===== config.mk =====
export PLATFORM = sky130hd
export DESIGN_NAME = pipe_port_decode
export DESIGN_NICKNAME = d
export VERILOG_FILES = /design/src/rtl/pipe_pkg.sv /design/src/rtl/pipe_port_decode.sv
export SDC_FILE = /design/constraint.sdc
export NUM_CORES = 1
export LEC_CHECK = 0
export BUFFER_PORTS_ARGS = -buffer_cell sky130_fd_sc_hd__buf_4
export CORE_AREA = 2 2 39 41
export DETAILED_ROUTE_END_ITERATION = 7
export DIE_AREA = 0 0 41 43
export SLEW_MARGIN = 20
export SYNTH_ARGS = -nofsm -noshare
export SYNTH_HDL_FRONTEND = slang
export SYNTH_SLANG_ARGS = --single-unit

===== constraint.sdc =====
create_clock -name vclk -period 2.8
set_clock_uncertainty 0.2 [all_clocks]
set_input_delay 0.56 -clock vclk [all_inputs]
set_output_delay 0.56 -clock vclk [all_outputs]
set_load 0.03 [all_outputs]

===== src/rtl/pipe_pkg.sv =====
// pipe_pkg: shared definitions for the pipe-puzzle datapath.
//   - pipe code constants (PIPE_EMPTY..PIPE_BLOCK), 3 bits per cell
//   - side encoding SIDE_U/R/D/L (2 bits), chosen so that opposite = side ^ 2
//   - grid geometry (GRID_N), walk guard (MAX_STEPS)
//   - checker FSM state type
//   - cell_extract(): pulls the 3-bit code of cell x out of an 18-bit row;
//     the cursor datapath uses the same helper.
package pipe_pkg;

  localparam int GRID_N    = 6;
  localparam int MAX_STEPS = 36;
  localparam int CODE_W    = 3;
  localparam int ROW_W     = GRID_N * CODE_W;

  typedef logic [CODE_W-1:0] pipe_code_t;

  localparam pipe_code_t PIPE_EMPTY = 3'd0;
  localparam pipe_code_t PIPE_LR    = 3'd1;
  localparam pipe_code_t PIPE_UD    = 3'd2;
  localparam pipe_code_t PIPE_LD    = 3'd3;
  localparam pipe_code_t PIPE_UR    = 3'd4;
  localparam pipe_code_t PIPE_LU    = 3'd5;
  localparam pipe_code_t PIPE_DR    = 3'd6;
  localparam pipe_code_t PIPE_BLOCK = 3'd7;

  typedef logic [1:0] side_t;

  localparam side_t SIDE_U = 2'd0;
  localparam side_t SIDE_R = 2'd1;
  localparam side_t SIDE_D = 2'd2;
  localparam side_t SIDE_L = 2'd3;

  typedef enum logic [2:0] {
    ST_IDLE,
    ST_LOAD,
    ST_STEP,
    ST_FIN,
    ST_DONE
  } flow_state_t;

  // U<->D and R<->L differ only in bit 1 of the encoding.
  function automatic side_t opposite_side(input side_t s);
    return s ^ 2'd2;
  endfunction

  // Cell x of a row lives at bits [3x+2:3x].
  function automatic pipe_code_t cell_extract(input logic [ROW_W-1:0] row,
                                              input logic [2:0] x);
    logic [ROW_W-1:0] shifted;
    shifted = row >> (CODE_W * x);
    return shifted[CODE_W-1:0];
  endfunction

endpackage


===== src/rtl/pipe_port_decode.sv =====
// pipe_port_decode: combinational port lookup for one cell.
//   code       in  3-bit pipe code
//   entry      in  side the water comes in through
//   ok         out the pipe has a port on the entry side
//   exit_side  out the other port of the pipe (equals entry when !ok)
module pipe_port_decode
  import pipe_pkg::*;
(
  input  pipe_code_t code,
  input  side_t      entry,
  output logic       ok,
  output side_t      exit_side
);

  side_t port_a;
  side_t port_b;
  logic  has_ports;

  always_comb begin
    has_ports = 1'b1;
    port_a    = SIDE_L;
    port_b    = SIDE_R;
    case (code)
      PIPE_LR: begin port_a = SIDE_L; port_b = SIDE_R; end
      PIPE_UD: begin port_a = SIDE_U; port_b = SIDE_D; end
      PIPE_LD: begin port_a = SIDE_L; port_b = SIDE_D; end
      PIPE_UR: begin port_a = SIDE_U; port_b = SIDE_R; end
      PIPE_LU: begin port_a = SIDE_L; port_b = SIDE_U; end
      PIPE_DR: begin port_a = SIDE_D; port_b = SIDE_R; end
      default: has_ports = 1'b0;   // empty and blocked cells
    endcase

    ok        = 1'b0;
    exit_side = entry;
    if (has_ports && entry == port_a) begin
      ok        = 1'b1;
      exit_side = port_b;
    end else if (has_ports && entry == port_b) begin
      ok        = 1'b1;
      exit_side = port_a;
    end
  end

endmodule


==> results.sh, run 1 <==
export IMPL_grt_max_degree=10
export IMPL_path_class="input port to primary output"
export IMPL_worstHoldPathType="input port to primary output"
export IMPL_synth_warning_count=0
export IMPL_rows=14
export IMPL_cp_cell_sequence="buf_4 > or3b_1 > a311o_1 > o221ai_2 > buf_4"
export IMPL_drv_slew=0
export IMPL_power_leakage_nw=0.1059
export IMPL_endpoint="exit_side[0]"
export IMPL_fin_crit_sh=0.8562
export IMPL_hold_buffers=0
export IMPL_fin_ws_ns=0.4025
export IMPL_synth_top_family_by_area="simple AND/OR/NAND/NOR gates"
export IMPL_slowest_stage="or3b_1"
export IMPL_grt_pass1_wl_um=793
export IMPL_syn_instance_count=26
export IMPL_flops_and_latches=0
export IMPL_synth_most_common_cell="nor2_1"
export IMPL_synth_compound_area_frac=0.3478
export IMPL_finalHoldViolCount=0
export IMPL_die_h_um=43
export IMPL_area_sequential_um2=0
export IMPL_seq_area_frac_synth=0
export IMPL_stdcell_area_um2=244.0
export IMPL_p_per_area_nw_per_um2=189.7
export IMPL_maxCapViolCount=0
export IMPL_clockBufferCount=0
export IMPL_drive_gt1_frac=0.3750
export IMPL_stdcell_count=48
export IMPL_finalPower_mw=0.04628
export IMPL_drtIter0Drc=3
export IMPL_synth_fp_nets=31
export IMPL_overflow=0
export IMPL_layout_min_cycle_time_ns=2.397
export IMPL_vias_per_cell=4.063
export IMPL_fin_hold_ws_ns=1.290
export IMPL_synth_cell_types=19
export IMPL_cts_setup_buffers=0
export IMPL_wl_per_cell_um=8.229
export IMPL_fp_dieW_um=41
export IMPL_setup_tns_final_ns=0
export IMPL_synth_xor_area_share=0
export IMPL_slowest_delay_ns=0.36
export IMPL_synthMuxAreaShare=0.1232
export IMPL_synthTopCellsByArea="a21oi_1 (8.7%), nor2_1 (8.7%), o221ai_2 (8.7%)"
export IMPL_cts_resized=0
export IMPL_setup_violations=0
export IMPL_critPathArrivalTime_ns=1.64
export IMPL_coreArea_um2=1384
export IMPL_synth_common_cells="nor2_1 (4), a21oi_1 (3), inv_1 (2), o21ai_1 (2)"
export IMPL_netlist_area_um2=172.7
export IMPL_dp_slack_ns=0.4015
export IMPL_relSlewSlack=0.8888
export IMPL_tightest_slew_ns=0.1655
export IMPL_synth_simple_gate_area_frac=0.4348
export IMPL_status="completed"
export IMPL_port_buffers=8
export IMPL_yosys_area_top_type_share=0.08696
export IMPL_startpoint_type="input port"
export IMPL_cp_max_fo=9
export IMPL_dpl_cell_area_um2=244.0
export IMPL_synth_avg_cell_area_um2=6.641
export IMPL_drtPass1Iterations=2
export IMPL_grt_pass1_vias=177
export IMPL_fmax_mhz=417.1
export IMPL_routed_wirelength_um=395
export IMPL_final_util=0.1763
export IMPL_areaGrowthSynthToFinish_pct=41.30
export IMPL_start_util=0.1248
export IMPL_ir_worst_vdd_uv=78.90
export IMPL_drc=0
export IMPL_place_gp_congestion=0.6689
export IMPL_n_antenna_cell=0
export IMPL_rsz0062_at_grt="false"
export IMPL_die_area_um2=1763
export IMPL_synth_adder_area_share=0
export IMPL_ant_nets=0
export IMPL_yosysTopAreaCell="a21oi_1"
export IMPL_grt_usage=0.05994
export IMPL_crit_start="code[2]"
export IMPL_vias=195
export IMPL_cp_end_kind="primary output"
export IMPL_io_pins=8
export IMPL_cp_required_ns=2.04
export IMPL_cp_common_cell="buf_4"
export IMPL_layout_nets=39
export IMPL_dp_cells=48
export IMPL_antenna_found_initial=0
-- worst max-delay path, delay by kind of cell --
kind                   cells  cell delay, ns
AND/OR/NAND/NOR            1            0.36
buffers and inverters      2            0.32
AO/OA/AOI/OAI              2            0.39
-- worst min path at each step --
stage | cells past startpoint | slack [ns] | end | from
global placement | 3 | 1.30 | exit_side[0] | code[1]
floorplan | 1 | 1.09 | exit_side[0] | code[1]
CTS | 3 | 1.29 | exit_side[0] | code[1]
detailed placement | 3 | 1.29 | exit_side[0] | code[1]
finish | 3 | 1.29 | exit_side[0] | code[1]
global route | 3 | 1.33 | exit_side[0] | code[1]
-- where the power goes --
| part | switching, mW | total, mW | internal, mW |
|---|---|---|---|
| Clock | 0 | 0 | 0 |
| Sequential | 0 | 0 | 0 |
| Combinational | 0.0253 | 0.0463 | 0.0209 |
-- cell families after synthesis --
kind of cell | count (synthesis)
AOI/OAI and AO/OA | 8
and+or+nand+nor | 12
muxes | 2
buffers and inverters | 4
-- routing by layer --
layer | share of wire | track usage
met3 | 0.14 | 0.01571
met1 | 0.50 | 0.09810
met4 | 0 | 0
met2 | 0.36 | 0.08125
met5 | 0 | 0
-- area by class of cell --
class                           instances  area, um2
Fill cell                             161       1140
Inverter                                2      7.507
Multi-Input combinational cell         22      156.4
Tap cell                               16      20.02
Timing Repair Buffer                    8      60.06
-- cell usage in the layout, fill, tap and decap left out --
cell / instances
o21ai_1: 2
buf_4: 8
and4b_2: 1
and2b_2: 1
a311o_1: 1
nor2_1: 4
or3b_1: 1
mux2i_1: 1
inv_1: 2
o32a_1: 1
and3b_1: 1
o221ai_2: 1
nand2_1: 1
mux2_2: 1
nor3_1: 1
nor3b_1: 1
nor2b_1: 1
a21oi_1: 3
Note: power is estimated with default switching activity, not from simulation.
==> inputs of run 2 (changes only) <==
Settings changed: CELL_PAD_IN_SITES_DETAIL_PLACEMENT set to 1, CELL_PAD_IN_SITES_GLOBAL_PLACEMENT set to 1, PLACE_DENSITY_LB_ADDON set to 0.1, SLEW_MARGIN 20 to 10.
==> results.sh, run 2 (same netlist as run 1, synthesis figures left out) <==
export IMPL_maxCapViolCount=0
export IMPL_cts_resized=0
export IMPL_tightest_slew_ns=0.1942
export IMPL_power_leakage_nw=0.1059
export IMPL_flops_and_latches=0
export IMPL_grt_max_degree=10
export IMPL_rows=14
export IMPL_ir_worst_vdd_uv=43.20
export IMPL_place_gp_congestion=0.6816
export IMPL_slowest_delay_ns=0.37
export IMPL_grt_pass1_wl_um=848
export IMPL_die_h_um=43
export IMPL_crit_family="compound AO/OA/AOI/OAI gates"
export IMPL_coreArea_um2=1384
export IMPL_fin_ws_ns=0.3836
export IMPL_p_int_mw=0.02094
export IMPL_status="completed"
export IMPL_fin_hold_ws_ns=1.298
export IMPL_cp_required_ns=2.04
export IMPL_drive_gt1_frac=0.3750
export IMPL_clockBufferCount=0
export IMPL_vias_per_cell=4.563
export IMPL_seqPwrFrac=0
export IMPL_fin_crit_sh=0.8630
export IMPL_n_antenna_cell=0
export IMPL_antenna_found_initial=0
export IMPL_finalHoldViolCount=0
export IMPL_dp_slack_ns=0.3846
export IMPL_drc=0
export IMPL_cp_buffers_inverters=2
export IMPL_fmax_mhz=413.8
export IMPL_drtIter0Drc=2
export IMPL_routed_wirelength_um=507
export IMPL_layout_nets=39
export IMPL_grt_pass1_vias=188
export IMPL_fill_cells=176
export IMPL_final_common_cell="buf_4"
export IMPL_cp_common_cell="buf_4"
export IMPL_comb_power_share=1.000
export IMPL_slowest_stage="or3b_1"
export IMPL_ant_nets=0
export IMPL_layout_min_cycle_time_ns=2.416
export IMPL_drtPass1Iterations=4
export IMPL_power_switching_mw=0.02654
export IMPL_final_cell_mix="buf_4 (8), nor2_1 (4), a21oi_1 (3)"
export IMPL_fp_dieW_um=41
export IMPL_relSlewSlack=0.8706
export IMPL_path_class="input port to primary output"
export IMPL_drv_slew=0
export IMPL_start_util=0.1248
export IMPL_place_hpwl_um=394.8
export IMPL_area_sequential_um2=0
export IMPL_setup_violations=0
export IMPL_final_util=0.1763
export IMPL_cts_setup_buffers=0
export IMPL_overflow=0
export IMPL_cp_end_kind="primary output"
export IMPL_rsz0062_at_grt="false"
export IMPL_clock_power_share=0
export IMPL_hold_buffers=0
export IMPL_vias=219
export IMPL_startpoint_type="input port"
export IMPL_wl_per_cell_um=10.56
export IMPL_die_area_um2=1763
export IMPL_swShare=0.5590
export IMPL_grt_usage=0.06394
export IMPL_worstHoldPathType="input port to primary output"
export IMPL_dpl_cell_area_um2=244.0
export IMPL_cp_max_fo=9
export IMPL_stdcell_area_um2=244.0
export IMPL_cp_cell_sequence="buf_4 > or3b_1 > a311o_1 > o221ai_2 > buf_4"
export IMPL_io_pins=8
export IMPL_areaGrowthSynthToFinish_pct=41.30
export IMPL_critPathArrivalTime_ns=1.66
export IMPL_port_buffers=8
export IMPL_setup_tns_final_ns=0
export IMPL_p_per_area_nw_per_um2=194.6
## run 2: cell counts in the layout (fill, tap and decap cells not counted)
Identical to the previous run, type by type.
## run 2: worst paths after layout
check	cells past startpoint	slack (ns)	endpoint	startpoint
worst max-delay path	5	0.38	exit_side[0]	code[2]
worst min-delay path	3	1.30	exit_side[0]	code[1]
## run 2: area by class of cell
type                       count  area, um2  area share
multi-input combinational     22      156.4      0.6410
inverter                       2      7.507     0.03077
timing repair buffer           8      60.06      0.2462
tap                           16      20.02     0.08205
## run 2: per-stage QoR
step	total power [mW]	instances
6_report	0.04748	48
5_1_grt	0.05197	48
4_1_cts	0.04807	48
3_5_place_dp	0.04802	48
3_3_place_gp	0.04779	48
2_1_floorplan	0.02963	26
## run 2: layer usage
metal,vias up,track usage,routed length [um]
li1,108,-,-
met1,105,0.09494,250
met2,6,0.1063,223
met3,0,0,33
met4,0,0,0
met5,-,0,0
## run 2: power by group through the flow
stage / registers, mW / logic (mW) / clock network, mW
after global routing: 0 / 0.0520 / 0
after CTS: 0 / 0.0481 / 0
after floorplan: 0 / 0.0296 / 0
final: 0 / 0.0475 / 0
after global placement: 0 / 0.0478 / 0
after detailed placement: 0 / 0.0480 / 0
==> inputs of run 3 (changes only) <==
Settings changed: BUFFER_PORTS_ARGS -buffer_cell sky130_fd_sc_hd__buf_4 to -buffer_cell sky130_fd_sc_hd__buf_2, CORE_AREA 2 2 39 41 to 10 10 47 49, DIE_AREA 0 0 41 43 to 0 0 57 59.
==> results.sh, run 3 (same netlist as run 1, synthesis figures left out) <==
export IMPL_die_h_um=59
export IMPL_die_area_um2=3363
export IMPL_comb_power_share=1.000
export IMPL_io_pins=8
export IMPL_maxCapViolCount=0
export IMPL_antenna_found_initial=0
export IMPL_slowest_stage="or3b_1"
export IMPL_cp_required_ns=2.04
export IMPL_cp_max_fo=9
export IMPL_drtIter0Drc=0
export IMPL_n_antenna_cell=0
export IMPL_dp_slack_ns=0.3310
export IMPL_drc=0
export IMPL_grt_pass1_vias=190
export IMPL_clock_power_share=0
export IMPL_vias_per_cell=4.542
export IMPL_critPathArrivalTime_ns=1.71
export IMPL_ant_nets=0
export IMPL_fin_crit_sh=0.8818
export IMPL_status="completed"
export IMPL_power_leakage_nw=0.09905
export IMPL_hold_buffers=0
export IMPL_cp_common_cell="buf_2"
export IMPL_seqPwrFrac=0
export IMPL_cts_setup_buffers=0
export IMPL_grt_usage=0.03012
export IMPL_start_util=0.1232
export IMPL_cp_end_kind="primary output"
export IMPL_grt_pass1_wl_um=890
export IMPL_setup_tns_final_ns=0
export IMPL_cp_cell_sequence="buf_2 > or3b_1 > a311o_1 > o221ai_2 > buf_2"
export IMPL_path_class="input port to primary output"
export IMPL_areaGrowthSynthToFinish_pct=29.71
export IMPL_area_sequential_um2=0
export IMPL_relSlewSlack=0.8613
export IMPL_place_gp_congestion=0.7296
export IMPL_tightest_slew_ns=0.2080
export IMPL_fmax_mhz=405.0
export IMPL_ir_worst_vdd_uv=37.01
export IMPL_slowest_delay_ns=0.38
export IMPL_coreArea_um2=1401
export IMPL_worstHoldPathType="input port to primary output"
export IMPL_finalHoldViolCount=0
export IMPL_flops_and_latches=0
export IMPL_port_buffers=8
export IMPL_wl_per_cell_um=12.33
export IMPL_grt_max_degree=10
export IMPL_p_per_area_nw_per_um2=191.3
export IMPL_startpoint_type="input port"
export IMPL_final_cell_mix="buf_2 (8), nor2_1 (4), a21oi_1 (3)"
export IMPL_final_common_cell="buf_2"
export IMPL_clockBufferCount=0
export IMPL_hold_depth=3
export IMPL_rows=14
export IMPL_fp_dieW_um=57
export IMPL_setup_violations=0
export IMPL_place_hpwl_um=476.4
export IMPL_p_int_mw=0.01617
export IMPL_fin_ws_ns=0.3309
export IMPL_rsz0062_at_grt="false"
export IMPL_drtPass1Iterations=1
export IMPL_layout_min_cycle_time_ns=2.469
export IMPL_vias=218
export IMPL_swShare=0.6227
export IMPL_drive_gt1_frac=0.3750
export IMPL_routed_wirelength_um=592
export IMPL_layout_nets=39
export IMPL_drv_slew=0
export IMPL_cts_resized=0
export IMPL_power_switching_mw=0.02668
export IMPL_overflow=0
-- run 3: cell count changes in the layout (fill, tap and decap cells not counted) --
cell and change:
buf_2 +8, buf_4 -8
-- run 3: area by class of cell --
class	instances	area, um2
fillers	188	1177
repair buffers	8	40.04
well taps	16	20.02
multi-input cells	22	156.4
inverters	2	7.507
-- run 3: power groups by stage --
stage               clock network [mW]  logic [mW]  registers (mW)
floorplan                            0      0.0296               0
global placement                     0      0.0427               0
global route                         0      0.0467               0
finish                               0      0.0428               0
detailed placement                   0      0.0436               0
CTS                                  0      0.0437               0
-- run 3: worst paths after layout --
kind	startpoint	end	slack, ns
max	code[2]	exit_side[0]	0.33
min	code[1]	exit_side[0]	1.34
-- run 3: stage by stage --
| stage | hold WS, ns | utilization | instances | area [um2] | power (mW) |
|---|---|---|---|---|---|
| after floorplan | 1.093 | - | 26 | 172.7 | 0.02963 |
| after global placement | 1.346 | 0.1598 | 48 | 224.0 | 0.04271 |
| after detailed placement | 1.350 | 0.1598 | 48 | 224.0 | 0.04358 |
| after CTS | 1.347 | 0.1598 | 48 | 224.0 | 0.04366 |
| after global routing | 1.366 | 0.1598 | 48 | 224.0 | 0.04671 |
| final | 1.339 | 0.1598 | 48 | 224.0 | 0.04285 |
-- run 3: metal layers --
metal / vias to the layer above / wire, um / global-route usage
met1: 104 / 306 / 0.04225
li1: 109 / - / -
met3: 0 / 20 / 0.004292
met2: 5 / 265 / 0.04961
met5: - / 0 / 0
met4: 0 / 0 / 0
-- run 3: worst max-delay path, delay by kind of cell --
kind,cells,cell delay (ns)
AND/OR/NAND/NOR,1,0.38
buffers and inverters,2,0.37
AO/OA/AOI/OAI,2,0.40
